`src/rtl/processador_multiciclo.sv`:
```
// Multicycle register-file core: FETCH -> EXEC -> WB, plus a sticky HALT state.
// EXEC computes into holding registers; WB commits the register file, result and flags.
module processador_multiciclo #(
  parameter  int DATA_W  = 8,
  parameter  int NREGS   = 8,
  localparam int RA_W    = $clog2(NREGS),
  localparam int INSTR_W = 5 + 3 * RA_W
) (
  input  logic               clk,
  input  logic               rst,
  input  logic               instr_valid,
  output logic               instr_ready,
  input  logic [INSTR_W-1:0] instr,
  input  logic [DATA_W-1:0]  in_data,
  output logic [DATA_W-1:0]  out_data,
  output logic               out_valid,
  output logic [DATA_W-1:0]  result,
  output logic               zero_flag,
  output logic               carry_flag,
  output logic               sign_flag,
  output logic               parity_flag,
  output logic               overflow_flag,
  output logic               busy,
  output logic               halted
);

  localparam logic [1:0] S_FETCH = 2'd0;
  localparam logic [1:0] S_EXEC  = 2'd1;
  localparam logic [1:0] S_WB    = 2'd2;
  localparam logic [1:0] S_HALT  = 2'd3;

  localparam logic [4:0] OP_ADD  = 5'd0;
  localparam logic [4:0] OP_SUB  = 5'd1;
  localparam logic [4:0] OP_MUL  = 5'd2;
  localparam logic [4:0] OP_DIV  = 5'd3;
  localparam logic [4:0] OP_MOD  = 5'd4;
  localparam logic [4:0] OP_AND  = 5'd5;
  localparam logic [4:0] OP_OR   = 5'd6;
  localparam logic [4:0] OP_XOR  = 5'd7;
  localparam logic [4:0] OP_GT   = 5'd8;
  localparam logic [4:0] OP_LT   = 5'd9;
  localparam logic [4:0] OP_EQ   = 5'd10;
  localparam logic [4:0] OP_NE   = 5'd11;
  localparam logic [4:0] OP_MOV  = 5'd12;
  localparam logic [4:0] OP_SHL  = 5'd13;
  localparam logic [4:0] OP_SHR  = 5'd14;
  localparam logic [4:0] OP_NOT  = 5'd15;
  localparam logic [4:0] OP_IN   = 5'd16;
  localparam logic [4:0] OP_OUT  = 5'd17;
  localparam logic [4:0] OP_HALT = 5'd18;

  logic [1:0]          state;
  logic [INSTR_W-1:0]  instr_p0;
  logic [4:0]          op_p0;
  logic [RA_W-1:0]     rd_p0, ra_p0, rb_p0;
  logic [DATA_W-1:0]   regs [NREGS];
  logic [DATA_W-1:0]   a_p0, b_p0;
  logic [DATA_W:0]     sum;
  logic [DATA_W-1:0]   alu_res;
  logic                alu_carry, alu_ovf;
  logic [DATA_W-1:0]   res_p1;
  logic [4:0]          flags_p1;
  logic [4:0]          flags;

  // Flag vector order: {zero, carry, sign, parity(even), overflow}
  function automatic logic [4:0] pack_flags(input logic [DATA_W-1:0] r,
                                            input logic c, input logic v);
    return {(r == '0), c, r[DATA_W-1], ~^r, v};
  endfunction

  assign {op_p0, rd_p0, ra_p0, rb_p0} = instr_p0;
  assign a_p0 = regs[ra_p0];
  assign b_p0 = regs[rb_p0];

  always_comb begin
    sum       = '0;
    alu_res   = '0;
    alu_carry = 1'b0;
    alu_ovf   = 1'b0;
    case (op_p0)
      OP_ADD: begin
        sum       = {1'b0, a_p0} + {1'b0, b_p0};
        alu_res   = sum[DATA_W-1:0];
        alu_carry = sum[DATA_W];
        alu_ovf   = (a_p0[DATA_W-1] == b_p0[DATA_W-1]) && (alu_res[DATA_W-1] != a_p0[DATA_W-1]);
      end
      OP_SUB: begin
        alu_res   = a_p0 - b_p0;
        alu_carry = (a_p0 < b_p0);
        alu_ovf   = (a_p0[DATA_W-1] != b_p0[DATA_W-1]) && (alu_res[DATA_W-1] != a_p0[DATA_W-1]);
      end
      OP_MUL: alu_res = a_p0 * b_p0;
      // Divide by zero saturates to all ones and raises carry.
      OP_DIV: begin
        alu_carry = (b_p0 == '0);
        alu_res   = alu_carry ? '1 : a_p0 / b_p0;
      end
      OP_MOD: begin
        alu_carry = (b_p0 == '0);
        alu_res   = alu_carry ? '1 : a_p0 % b_p0;
      end
      OP_AND: alu_res = a_p0 & b_p0;
      OP_OR:  alu_res = a_p0 | b_p0;
      OP_XOR: alu_res = a_p0 ^ b_p0;
      OP_GT:  alu_res = {{(DATA_W-1){1'b0}}, (a_p0 > b_p0)};
      OP_LT:  alu_res = {{(DATA_W-1){1'b0}}, (a_p0 < b_p0)};
      OP_EQ:  alu_res = {{(DATA_W-1){1'b0}}, (a_p0 == b_p0)};
      OP_NE:  alu_res = {{(DATA_W-1){1'b0}}, (a_p0 != b_p0)};
      OP_MOV: alu_res = a_p0;
      OP_SHL: alu_res = {a_p0[DATA_W-2:0], 1'b0};
      OP_SHR: alu_res = {1'b0, a_p0[DATA_W-1:1]};
      OP_NOT: alu_res = ~a_p0;
      OP_IN:  alu_res = in_data;
      default: alu_res = '0;
    endcase
  end

  always_ff @(posedge clk) begin
    if (rst) begin
      state     <= S_FETCH;
      instr_p0  <= '0;
      res_p1    <= '0;
      flags_p1  <= '0;
      flags     <= '0;
      result    <= '0;
      out_data  <= '0;
      out_valid <= 1'b0;
      for (int i = 0; i < NREGS; i++) regs[i] <= '0;
    end else begin
      out_valid <= 1'b0;
      case (state)
        // p0: instruction capture
        S_FETCH: begin
          if (instr_valid) begin
            instr_p0 <= instr;
            state    <= S_EXEC;
          end
        end
        // p1: operands read, result and next flags held for commit
        S_EXEC: begin
          res_p1   <= alu_res;
          flags_p1 <= pack_flags(alu_res, alu_carry, alu_ovf);
          if (op_p0 == OP_OUT) begin
            out_data  <= a_p0;
            out_valid <= 1'b1;
          end
          state <= S_WB;
        end
        // p2: commit
        S_WB: begin
          if (op_p0 <= OP_IN) begin
            regs[rd_p0] <= res_p1;
            result      <= res_p1;
          end
          if (op_p0 <= OP_NOT) flags <= flags_p1;
          state <= (op_p0 == OP_HALT) ? S_HALT : S_FETCH;
        end
        default: state <= S_HALT;
      endcase
    end
  end

  assign {zero_flag, carry_flag, sign_flag, parity_flag, overflow_flag} = flags;
  assign instr_ready = (state == S_FETCH);
  assign busy        = (state == S_EXEC) || (state == S_WB);
  assign halted      = (state == S_HALT);

endmodule

```
`config.mk`:
```
export PLATFORM = sky130hd
export DESIGN_NAME = processador_multiciclo
export DESIGN_NICKNAME = d
export VERILOG_FILES = /design/src/rtl/processador_multiciclo.sv
export SDC_FILE = /design/constraint.sdc
export NUM_CORES = 1
export LEC_CHECK = 0
export ABC_AREA = 0
export CAP_MARGIN = 40
export CORE_MARGIN = 5
export CORE_UTILIZATION = 43
export DETAILED_ROUTE_END_ITERATION = 6
export PLACE_DENSITY_LB_ADDON = 0.2
export SLEW_MARGIN = 0
export SYNTH_ARGS = -nofsm -noshare
export SYNTH_HDL_FRONTEND = slang
export SYNTH_SLANG_ARGS = --single-unit
```
`constraint.sdc`:
```
create_clock -name clk -period 12.25 [get_ports clk]
set_clock_uncertainty 0.1 [all_clocks]
set_input_delay 3.0625 -clock clk [delete_from_list [all_inputs] [get_ports clk]]
set_output_delay 3.0625 -clock clk [all_outputs]
set_load 0.05 [all_outputs]
```
==> results.cfg, run 1 <==
[critical_path]
critical-path-top-delay-family = buffers and inverters
crit_path_top_delay_cell = or3b_4
setup.worst_path.class = reg2reg
critical_path_arrival_ns = 12.61
timing.critical_path.fanout_max = 5
worstSetupEndpointType = register
library_cell_appearing_most_often_on_the_critical_path = buf_4
worst_path_largest_cell_delay_ns = 0.43
critPathRequiredTime_ns = 12.42
crit_path_start_kind = register
critical_path_buf_inv_count = 38

[sta]
final_setup_violation_count = 1
layout_setup_ws_ns = -0.181
highest_clock_frequency_the_design_can_meet_mhz = 80.4
sum_of_negative_setup_slack_ns = -0.181
layout_worst_path_cycle_share_pct = 101
finalHoldViolations = 0
slew_headroom_pct = 38.1
grt_setup_unrepaired = yes
period_minus_slack_ns = 12.43
drv_slew = 0
worst_slew_pin_slew_ns = 0.921

[synth]
synthDominantCellAreaShare_pct = 19.1
synth_cell_types = 85
syn_area_mm2 = 0.0101
synth-seq-area-share_pct = 30.2
synth_cell_count_leaders = 113 x nor2_1, 88 x nand2_1, 87 x ha_1
post-synth-top-count-cell = nor2_1
yosys-top-cells-area = edfxtp_1 19%, dfxtp_1 11%, ha_1 11%
synth_top_flop_cell = edfxtp_1
postSynthAreaPerCell_um2 = 9.34
yosys_register_bits = 120
synth_fp_nets = 1205
synth_cells = 1078
edff_count_synth = 64
yosysWarningCount = 0
netlist.top_cell.by_area = edfxtp_1
ys_async_sr_fraction_pct = 0

[die]
floorplan.rows = 56
width_of_the_chip_um = 163
floorplan.io_pins = 50
floorplan.core_area_mm2 = 0.0233
design.die.area_mm2 = 0.0266
die_h_um = 163
initial_utilization_pct = 43.3

[route]
finalWirelength_um = 32200
remaining_drc_errors = 0
dr.pass1.iters = 5
wl_per_cell_um = 19.8
count_of_vias_placed_by_the_detailed_router = 9196
initialDrtViolationCount = 708
viasPerCell = 5.66
antenna_violating_nets_post_route = 0

[placed_design]
placed_area_mm2 = 0.0119
dp_cells = 1527
finalWeightedCongestion = 0.956
port-buffer-count = 49
pre_cts_ws_ns = -0.364
dp_hpwl_um = 23500

[clock_network]
clock_sinks = 120
htreeDepth = 4
clockRootBuffer = clkbuf_16
cts.path.max_buffers = 2
count_of_hold_fix_buffers_inserted_at_cts = 0
cts_tree = built
tritoncts.num_buffers = 17
clkTransAtPathRegs_ns = 0.06
clkLatencyLatePin_ns = 0.41

[pwr]
cellInternalPower_mw = 1.83
cellLeakagePower_nw = 5.53
pwr_density_cell_mw_per_mm2 = 231
sequentialPowerShare_pct = 15.2
net-switching-power_mw = 1.26
power_frac_clock_pct = 15.8
switching_share_pct = 40.9
peakVddDrop_mv = 0.189
gate_power_share_pct = 69.0

[finish]
antenna_cells_inserted = 0
nFillCells = 2045
post_route_non_filler_standard_cell_count = 1625
finalInstanceArea_mm2 = 0.0134
utilization_pct = 57.6
syn_to_layout_area_delta_pct = 33.0
num-nets-final = 1420
drive_gt1_share_pct = 28.8

[global_route]
grt_pass1_wl_um = 50400
track_usage_pct = 24.1
via_count_of_the_first_global_routing_pass = 9237
antenna_found_initial = 1
grt_max_degree = 61
grt-ovfl-total = 0

[run]
maxCapViolCount = 0

[run_status]
failing_checks = setup timing
outcome = finished, violations left

[worst_hold_path]
worst_hold_path_class = reg2reg
## cell type report
type,count,area (um2),area share [%]
well taps,319,399,2.98
multi-input cells,851,7090,52.9
clock inverters,14,136,1.02
repair buffers,243,2040,15.2
flip-flops and latches,120,3050,22.8
inverters,60,230,1.72
clock buffers,18,450,3.36
## registers in the layout (all words and copies together) (netlist names), named ones only
name       count
state          2
regs          64
out_data       8
flags_p1       5
out_valid      1
res_p1         7
result         8
flags          5
instr_p0      14
## metal layers
layer | share of wire (%) | vias up | track usage [%]
met1 | 43 | 4420 | 31.7
li1 | - | 4393 | -
met3 | 4.7 | 85 | 3.53
met2 | 48 | 296 | 40.1
met4 | 4.1 | 2 | 9.95
met5 | 0.022 | - | 0
## path summary, 6_finish.rpt
path / startpoint / to / slack (ns) / cells after the start
min: instr_p0[0]$_SDFFE_PP0P_ / register / 0.35 / 2
max reg2reg: register / flags_p1[1]$_SDFFE_PP0N_ / -0.18 / 74
max: register / flags_p1[1]$_SDFFE_PP0N_ / -0.18 / 74
min reg2reg: instr_p0[0]$_SDFFE_PP0P_ / register / 0.35 / 2
## metrics by stage
step | hold slack (ns) | power (mW)
floorplan | 0.336 | 1.63
global placement | 0.348 | 2.22
detailed placement | 0.353 | 2.21
CTS | 0.353 | 2.83
global route | 0.368 | 3.29
finish | 0.347 | 3.09
## worst reg2reg max path, delay by kind of cell (launching register included)
kind	cells	cell delay, ns
buf+inv	38	4.66
compound gates	17	3.42
fa+ha+maj	5	1.69
simple gates	10	1.20
mux	2	0.49
flops	1	0.40
xor+xnor	2	0.33
## placed cells by master, fill, tap and decap left out, types with 7 or more instances in the layout
cell type        count
a211oi_1            24
a21o_1              11
a21oi_1             57
a21oi_2              8
a221oi_1             8
a31oi_1              9
and2_1              71
buf_4              180
buf_6                9
clkbuf_16           19
clkdlybuf4s50_1     48
dfxtp_1             52
edfxtp_1            64
fa_1                14
ha_1                78
ha_4                 7
inv_1               52
mux2i_1             34
mux4_2              30
nand2_1             85
nand2b_1             8
nand3_1             10
nor2_1             104
nor2b_1              8
nor3_1              26
o211ai_1            16
o21a_1              14
o21ai_0             21
o21bai_1            11
or2_2               10
xnor2_1             17
xor2_1               9
## cell families (layout without fill, tap and decap cells)
| family | count (synthesis) | count (layout) | share of synthesized area [%] |
|---|---|---|---|
| flops | 120 | 120 | 30.2 |
| fa+ha+maj | 102 | 102 | 13.8 |
| simple gates | 379 | 379 | 18.8 |
| buf+inv | 107 | 335 | 4.36 |
| compound gates | 257 | 257 | 17.6 |
| mux | 85 | 85 | 12.7 |
| xor+xnor | 28 | 28 | 2.57 |
## power groups by stage
stage          Sequential, mW  Combinational (mW)  Clock (mW)
6_report                0.471                2.13       0.489
2_1_floorplan           0.464                1.16           0
3_5_place_dp            0.478                1.73           0
3_3_place_gp            0.478                1.74           0
4_1_cts                 0.470                1.87       0.495
5_1_grt                 0.474                2.31       0.515
## what timing repair did
| action | CTS | global route |
|---|---|---|
| setup endpoints to repair | 2 | 10 |
| resized for setup | 29 | 66 |
| buffers inserted | 41 | 25 |
| pin swaps | 25 | 60 |
| cloned | 1 | 1 |
Note: power is estimated with default switching activity, not from simulation.
==> run 2, diff against run 1 <==
==> constraint.sdc (replaced) <==
create_clock -name clk -period 12.1 [get_ports clk]
set_clock_uncertainty 0.1 [all_clocks]
set_input_delay 3.025 -clock clk [delete_from_list [all_inputs] [get_ports clk]]
set_output_delay 3.025 -clock clk [all_outputs]
set_load 0.05 [all_outputs]
==> run 2 against run 1 <==
Against the previous run: the run still ends with setup timing left; hold slack gained 0.011 ns; die area did not move; sequential share of layout area decreased by 0.64 points; first-iteration DRC count shrank 5.4%; final area grew 2.9%; combinational power rose by 16%; critical path type unchanged; largest power group unchanged.
==> results.cfg, run 2 (synthesis results as in run 1) <==
[clock_network]
clock_sinks = 120
clockRootBuffer = clkbuf_16
clkTransAtPathRegs_ns = 0.06
cts_tree = built
tritoncts.num_buffers = 17
cts.path.max_buffers = 2
clkLatencyLatePin_ns = 0.40
htreeDepth = 4
count_of_hold_fix_buffers_inserted_at_cts = 0

[placed_design]
finalWeightedCongestion = 0.926
dp_hpwl_um = 24100
dp_cells = 1547
port-buffer-count = 49

[finish]
utilization_pct = 59.2
nFillCells = 2031
antenna_cells_inserted = 0
num-nets-final = 1458
syn_to_layout_area_delta_pct = 36.8
largest_register_ffs = 64
max_flop_register = regs
largest_registers = regs: 64 flops, instr_p0: 14 flops
post_route_non_filler_standard_cell_count = 1663
drive_gt1_share_pct = 31.3
most_common_cell_after_layout_fill_and_taps_aside = buf_4
layout_common_cells = 214 x buf_4, 103 x nor2_1, 87 x nand2_1

[route]
count_of_vias_placed_by_the_detailed_router = 9403
viasPerCell = 5.65
antenna_violating_nets_post_route = 0
finalWirelength_um = 33100
dr.pass1.iters = 5
wl_per_cell_um = 19.9
remaining_drc_errors = 0
initialDrtViolationCount = 670

[global_route]
grt_max_degree = 32
grt_pass1_wl_um = 51300
track_usage_pct = 24.5
antenna_found_initial = 0
via_count_of_the_first_global_routing_pass = 9367
grt-ovfl-total = 0

[die]
design.die.area_mm2 = 0.0266
die_h_um = 163
floorplan.rows = 56
width_of_the_chip_um = 163
initial_utilization_pct = 43.3
floorplan.io_pins = 50
floorplan.core_area_mm2 = 0.0233

[run]
maxCapViolCount = 0

[sta]
worst_slew_pin_slew_ns = 0.864
layout_setup_ws_ns = -0.288
slew_headroom_pct = 41.9
hold_ws_ns = 0.358
grt_setup_unrepaired = yes
sum_of_negative_setup_slack_ns = -0.288
finalHoldViolations = 0
period_minus_slack_ns = 12.39
final_setup_violation_count = 1
drv_slew = 0
highest_clock_frequency_the_design_can_meet_mhz = 80.7
layout_worst_path_cycle_share_pct = 102

[critical_path]
crit_path_start_kind = register
worstSetupEndpointType = register
rrSetupSlack_ns = -0.29
setup.worst_path.class = reg2reg
library_cell_appearing_most_often_on_the_critical_path = buf_4
crit_path_top_delay_cell = dfxtp_4
critical-path-top-delay-family = buffers and inverters
critPathRequiredTime_ns = 12.29
timing.critical_path.fanout_max = 5
critical_path_buf_inv_count = 36
worst_path_largest_cell_delay_ns = 0.41
critical_path_arrival_ns = 12.58

[pwr]
total_design_power_mw = 3.41
cellLeakagePower_nw = 5.72
peakVddDrop_mv = 0.227
pwr_density_cell_mw_per_mm2 = 247

[run_status]
outcome = finished, violations left
failing_checks = setup timing

[worst_hold_path]
worst_hold_path_class = reg2reg
## run 2: through the flow
| step | area [um2] | setup slack [ns] |
|---|---|---|
| after global placement | 12000 | -0.226 |
| after CTS | 13300 | -0.0614 |
| after floorplan | 10300 | -0.410 |
| after detailed placement | 12000 | -0.437 |
| final | 13800 | -0.288 |
| after global routing | 13800 | -0.792 |
## run 2: routing by layer
metal	part of all wire, %	GRT usage (%)	up-vias
met5	0	0	-
met4	3.6	9.42	0
met3	5.0	3.48	71
met2	48	41.1	300
met1	43	32.3	4548
li1	-	-	4484
## run 2: where the power goes
group | switching [mW] | internal [mW] | leakage, nW
Sequential | 0.0282 | 0.448 | 1.12
Clock | 0.182 | 0.280 | 0.280
Combinational | 1.18 | 1.29 | 4.32
Total | 1.39 | 2.02 | 5.72
## run 2: final cells by class
type	instances	area (um2)	area share [%]
Inverter	60	235	1.71
Clock buffer	19	464	3.37
Tap cell	319	399	2.90
Clock inverter	13	91.3	0.663
Timing Repair Buffer	281	2350	17.0
Sequential cell	120	3050	22.1
Multi-Input combinational cell	851	7190	52.2
## run 2: path summary, 6_finish.rpt
check	cells past startpoint	to	start
setup reg to reg	72	flags_p1[1]$_SDFFE_PP0N_	register
setup / recovery	72	flags_p1[1]$_SDFFE_PP0N_	register
hold / removal	2	register	instr_p0[1]$_SDFFE_PP0P_
hold reg to reg	2	register	instr_p0[1]$_SDFFE_PP0P_
## run 2: what timing repair did
| item | 4_1_cts | 5_1_grt |
|---|---|---|
| resized for setup | 55 | 60 |
| gates cloned | 1 | 1 |
| buffers inserted | 65 | 20 |
| pin swaps | 54 | 42 |
| endpoints found under the setup margin | 3 | 10 |
## run 2: tightest hold or removal path, stage by stage, from the launching register on
cell and delay (ns):
dfxtp_1 0.29, nand2_1 0.04, a21oi_1 0.07
==> RTL edit 1 (config.mk and constraints of run 2) <==
The parameter `NREGS` goes from 8 to 4.
--- a/src/rtl/processador_multiciclo.sv
+++ b/src/rtl/processador_multiciclo.sv
@@ -3,5 +3,5 @@
 module processador_multiciclo #(
   parameter  int DATA_W  = 8,
-  parameter  int NREGS   = 8,
+  parameter  int NREGS   = 4,
   localparam int RA_W    = $clog2(NREGS),
   localparam int INSTR_W = 5 + 3 * RA_W
Ports: changed (resized instr); port bits go from 50 to 47. The function was not compared with the original's and may differ.
==> RTL edit 1 against run 2 <==
Worst setup slack gained 0.34 ns; first-iteration DRC count grew 3.4%; synthesized area decreased by 20%; cell area decreased by 24%; via count fell by 19%; wire length down 24%; combinational power down 31%; critical endpoint unchanged; sequential cell count decreased by 37; maximum frequency grew 2.8%; total power shrank 33%; sequential share of layout area decreased by 3.2 points.
==> RTL edit 1: results (changes against run 2) <==
place:
  io_buffers: 46  # was 49
  gp_congestion: 0.953  # was 0.926
  placed_area_sq_um: 9500  # was 12000 sq um
  hpwlAfterDp_mm: 18.9  # was 24.1 mm
pwr:
  pwr-share-comb_pct: 74.4  # was 72.4%
  power_frac_seq_pct: 14.2  # was 14.0%
  irDropWorstVdd_v: 0.000177  # was 0.000227 V
  powerDensity_nw_per_um2: 219  # was 247 nW/um^2
  p_sw_mw: 0.985  # was 1.39 mW
critical_path:
  arrival_ns: 12.14  # was 12.58 ns
  cp_top_family: "compound AO/OA/AOI/OAI gates"  # was buffers and inverters
  r2r_slack_ns: 0.05  # was -0.29 ns
  max_stage_delay_ns: 0.57  # was 0.41 ns
  reg2regPathDepth: 55  # was 72
  critical_path.slowest_cell: "or4_4"  # was dfxtp_4
  critPathMaxFanout: 7  # was 5
layout:
  drive_above_1_share_pct: 24.4  # was 31.3%
  final.fill_count: 1676  # was 2031
global_routing:
  grt_usage_pct: 22.2  # was 24.5%
  met2_usage_pct: 36.0  # was 41.1%
  grt_use_met1_pct: 30.9  # was 32.3%
  grt_max_degree: 49  # was 32
clock_tree:
  worstSkewPairLatency_ns: 0.33  # was 0.40 ns
  htreeDepth: 3  # was 4
  cts_buffers: 9  # was 17
min_path:
  hold_depth: 1  # was 2
  hp-start: "result[3]"  # was instr_p0[1]
yosys:
  seq_area_frac_synth_pct: 24.5  # was 30.2%
  synth_common_cells: "nor2_1 (94), ha_1 (87), nand2_1 (84), a21oi_1 (56), inv_1 (55)"  # was nor2_1 (113), nand2_1 (88), ha_1 (87), and2_1 (72), a21oi_1 (68)
  ys.flop_type: "dfxtp_1"  # was edfxtp_1
  syn_nets: 1059  # was 1205
drt:
  drt_iter0_drc: 693  # was 670
  dr_wl_met2_mm: 11.7  # was 15.9 mm
  routedWlPerCell_um: 19.2  # was 19.9 um
  wl_met1_mm: 11.3  # was 14.4 mm
timing:
  worst_pin_slew_ns: 0.857  # was 0.864 ns
status:
  status: "finished clean"  # was complete, but fails checks
==> RTL edit 1: worst max-delay path by stage <==
stage / endpoint / from / slack (ns) / cells past startpoint
after floorplan: flags_p1[1] / flip-flop / -0.16 / 58
after global placement: flags_p1[1] / flip-flop / -0.005 / 53
after detailed placement: flags_p1[1] / flip-flop / -0.20 / 53
after CTS: flags_p1[1] / regs[3][4] / 0.0004 / 53
after global routing: flags_p1[1] / regs[3][6] / -0.37 / 56
final: flags_p1[1] / regs[3][6] / 0.05 / 55
==> RTL edit 1: layout make-up <==
cell class	instances	area, sq um	share of cell area, %
multi-input cells	749	6290	60.0
clock inverters	3	20.0	0.191
repair buffers	165	1410	13.5
clock buffers	13	273	2.60
well taps	234	293	2.80
flip-flops and latches	83	1990	19.0
inverters	55	206	1.97
==> RTL edit 1: logic make-up (layout without fill, tap and decap cells) <==
group | after synthesis | after routing | synth area share [%]
AND/OR/NAND/NOR | 323 | 323 | 19.8
buffers and inverters | 103 | 236 | 5.11
AO/OA/AOI/OAI | 249 | 249 | 21.3
adder cells (fa/ha/maj) | 102 | 102 | 17.2
flip-flops | 83 | 83 | 24.5
multiplexers | 39 | 39 | 8.05
XOR/XNOR | 36 | 36 | 4.07
==> RTL edit 1: repair_timing <==
item                                    CTS  global route
gates cloned                              0             1
pin swaps                                 1            52
buffers inserted                          1            26
endpoints found under the setup margin    2            10
gates resized for setup                  11            91
==> RTL edit 1: stage by stage <==
step,hold slack (ns),cells,setup WS (ns)
finish,0.354,1302,0.0475
detailed placement,0.338,1258,-0.199
global placement,0.341,1257,-0.00501
floorplan,0.328,935,-0.157
CTS,0.358,1275,0.000431
global route,0.378,1302,-0.365
==> RTL edit 2 (settings of run 2) <==
Without the edit above. Reset style: asynchronous (`rst`), changed in one clocked block.
--- a/src/rtl/processador_multiciclo.sv
+++ b/src/rtl/processador_multiciclo.sv
@@ -116,5 +116,5 @@
   end
 
-  always_ff @(posedge clk) begin
+  always_ff @(posedge clk or posedge rst) begin
     if (rst) begin
       state     <= S_FETCH;
Function: differs if rst is asserted again (counterexample within 4 cycles, from zero or initial values and one cycle with rst high); with rst held inactive, the same outputs for 4 cycles.
==> RTL edit 2 against run 2 <==
The run still ends with setup timing left; hold slack gained 0.020 ns; first-iteration DRC count shrank 3.7%; wire length shrank 1.1%; count of clock-buffer cells in the layout grew 2; worst setup slack gained 0.11 ns; highest routed layer unchanged; cell area shrank 2.7%; final cell count shrank 6.1%; via count shrank 3.5%; sequential cell count shrank 6; synthesized area grew 0.11%; largest cell class unchanged.
Power is left out: it rests on default switching activity, and per cell area and clock period it moved more than threefold.
==> RTL edit 2: results (changes against run 2) <==
status:
  status: "complete, but fails checks"  # unchanged
  violations: "setup timing"  # unchanged
layout:
  fin_nets: 1356  # was 1458
  final.fill_count: 2064  # was 2031
  drive_above_1_share_pct: 37.4  # was 31.3%
  diodes: 0  # unchanged
  top_regs: "regs (64), instr_p0 (14)"  # unchanged
clock_tree:
  clockRootBuffer: "clkbuf_16"  # unchanged
  htreeDepth: 4  # unchanged
  ctsLongestPathBuffers: 2  # unchanged
  clkTransAtPathRegs_ns: 0.05
  cts_buffers: 17  # unchanged
  worstSkewPairLatency_ns: 0.41
critical_path:
  critPathMaxFanout: 8  # was 5
  max_stage_delay_ns: 0.56  # was 0.41 ns
  arrival_ns: 12.47  # was 12.58 ns
  critical_path.slowest_cell: "mux4_2"  # was dfxtp_4
place:
  io_buffers: 49  # unchanged
  gp_congestion: 1.00  # was 0.926
  pre_cts_slack_ns: -0.529  # was -0.437 ns
  hpwlAfterDp_mm: 23.4  # was 24.1 mm
  placed_area_sq_um: 12000  # about the same
yosys:
  seq_area_frac_synth_pct: 28.3  # was 30.2%
  ys_async_sr_fraction_pct: 100  # was 0%
  ys_warn_count: 0  # unchanged
  syn_nets: 1135  # was 1205
  synthTopCellsByArea: "dfrtp_1 (28%), mux2_2 (11%), ha_1 (11%), mux4_2 (5.1%), fa_1 (3.0%)"  # was edfxtp_1 (19%), dfxtp_1 (11%), ha_1 (11%), mux4_2 (6.7%), and2_1 (4.5%)
  synth_common_cells: "dfrtp_1 (114), mux2_2 (98), ha_1 (87), nor2_1 (76), inv_1 (64)"  # was nor2_1 (113), nand2_1 (88), ha_1 (87), and2_1 (72), a21oi_1 (68)
  ys_types: 93  # was 85
  ys.flop_type: "dfrtp_1"  # was edfxtp_1
global_routing:
  grt_pass1_vias: 9210  # was 9367
  grt_pass1_wl_mm: 51.2  # was 51.3 mm
  grt_usage_pct: 24.5  # about the same
  antenna_found_initial: 0  # unchanged
  grt_max_degree: 60  # was 32
drt:
  detail_route.first_pass.iterations: 5  # unchanged
  vias: 9073  # was 9403
  drt_iter0_drc: 645  # was 670
  routedWlPerCell_um: 20.9  # was 19.9 um
timing:
  layout_setup_ws_ns: -0.177  # was -0.288 ns
  setup_viol: 1  # unchanged
  maxSlewHeadroom_pct: 42.8  # was 41.9%
min_path:
  hold_class: "flip-flop to flip-flop"  # unchanged
RTL edit 2: cell types whose count changed after synthesis, sizes merged, moves of 19 or more:
cell and change:
dfrtp +114, mux2 +89, and2 -70, edfxtp -64
dfxtp -56, nor2 -37, nand2 -33, a211oi -22
o21ai +19
RTL edit 2: area by class of cell:
cell class | count | area (sq um) | share of cell area (%)
inverter | 66 | 255 | 1.90
timing repair buffer | 249 | 2010 | 15.0
multi-input combinational | 781 | 7320 | 54.6
tap | 319 | 399 | 2.98
sequential | 114 | 2860 | 21.3
clock inverter | 11 | 113 | 0.840
clock buffer | 21 | 450 | 3.36
RTL edit 2: per-stage QoR:
| step | hold WS (ns) | setup TNS [ns] | utilization [%] | cells |
|---|---|---|---|---|
| after detailed placement | 0.372 | -0.711 | 51.7 | 1479 |
| after floorplan | 0.348 | 0 | - | 1008 |
| after global placement | 0.363 | -0.323 | 51.7 | 1479 |
| final | 0.378 | -0.177 | 57.6 | 1561 |
| after CTS | 0.382 | 0 | 56.1 | 1546 |
| after global routing | 0.403 | -3.49 | 57.6 | 1561 |
RTL edit 2: path summary, 6_finish.rpt:
kind                             start     endpoint  slack, ns  cells after the start
max                        instr_p0[0]  flags_p1[1]      -0.18                     58
max in group asynchronous          rst  instr_p0[1]       7.67                      3
min                        out_data[4]  out_data[4]       0.38                      2
max reg2reg                instr_p0[0]  flags_p1[1]      -0.18                     58
min reg2reg                out_data[4]  out_data[4]       0.38                      2
min in group asynchronous          rst  flags_p1[3]       3.00                      2
RTL edit 2: per-layer routing:
layer / global-route usage (%) / wire length, um / vias up
li1: - / - / 4191
met1: 32.9 / 14400 / 4461
met2: 40.8 / 15400 / 330
met3: 3.61 / 1690 / 91
met4: 8.20 / 1250 / 0
met5: 0 / 0 / -
RTL edit 2: kinds of logic after synthesis:
| group | after synthesis | share of synthesized area [%] |
|---|---|---|
| flip-flops | 114 | 28.3 |
| adder cells (fa/ha/maj) | 102 | 13.8 |
| XOR/XNOR | 31 | 2.69 |
| AND/OR/NAND/NOR | 241 | 11.9 |
| AO/OA/AOI/OAI | 249 | 17.5 |
| multiplexers | 158 | 20.7 |
| buffers and inverters | 113 | 5.16 |
RTL edit 2: worst max-delay path, delay by kind of cell, from the launching register on:
kind	cells	cell delay (ns)
buffers and inverters	3	0.35
flip-flops	1	0.42
XOR/XNOR	2	0.27
AO/OA/AOI/OAI	29	5.53
multiplexers	5	1.55
adder cells (fa/ha/maj)	9	2.56
AND/OR/NAND/NOR	10	1.37
RTL edit 2: repair_timing:
item,4_1_cts,5_1_grt
gates resized for setup,41,46
endpoints found under the hold margin,0,0
setup buffers,35,15
gates cloned,0,0
hold buffers,0,0
pin swaps,53,54
endpoints found under the setup margin,3,10
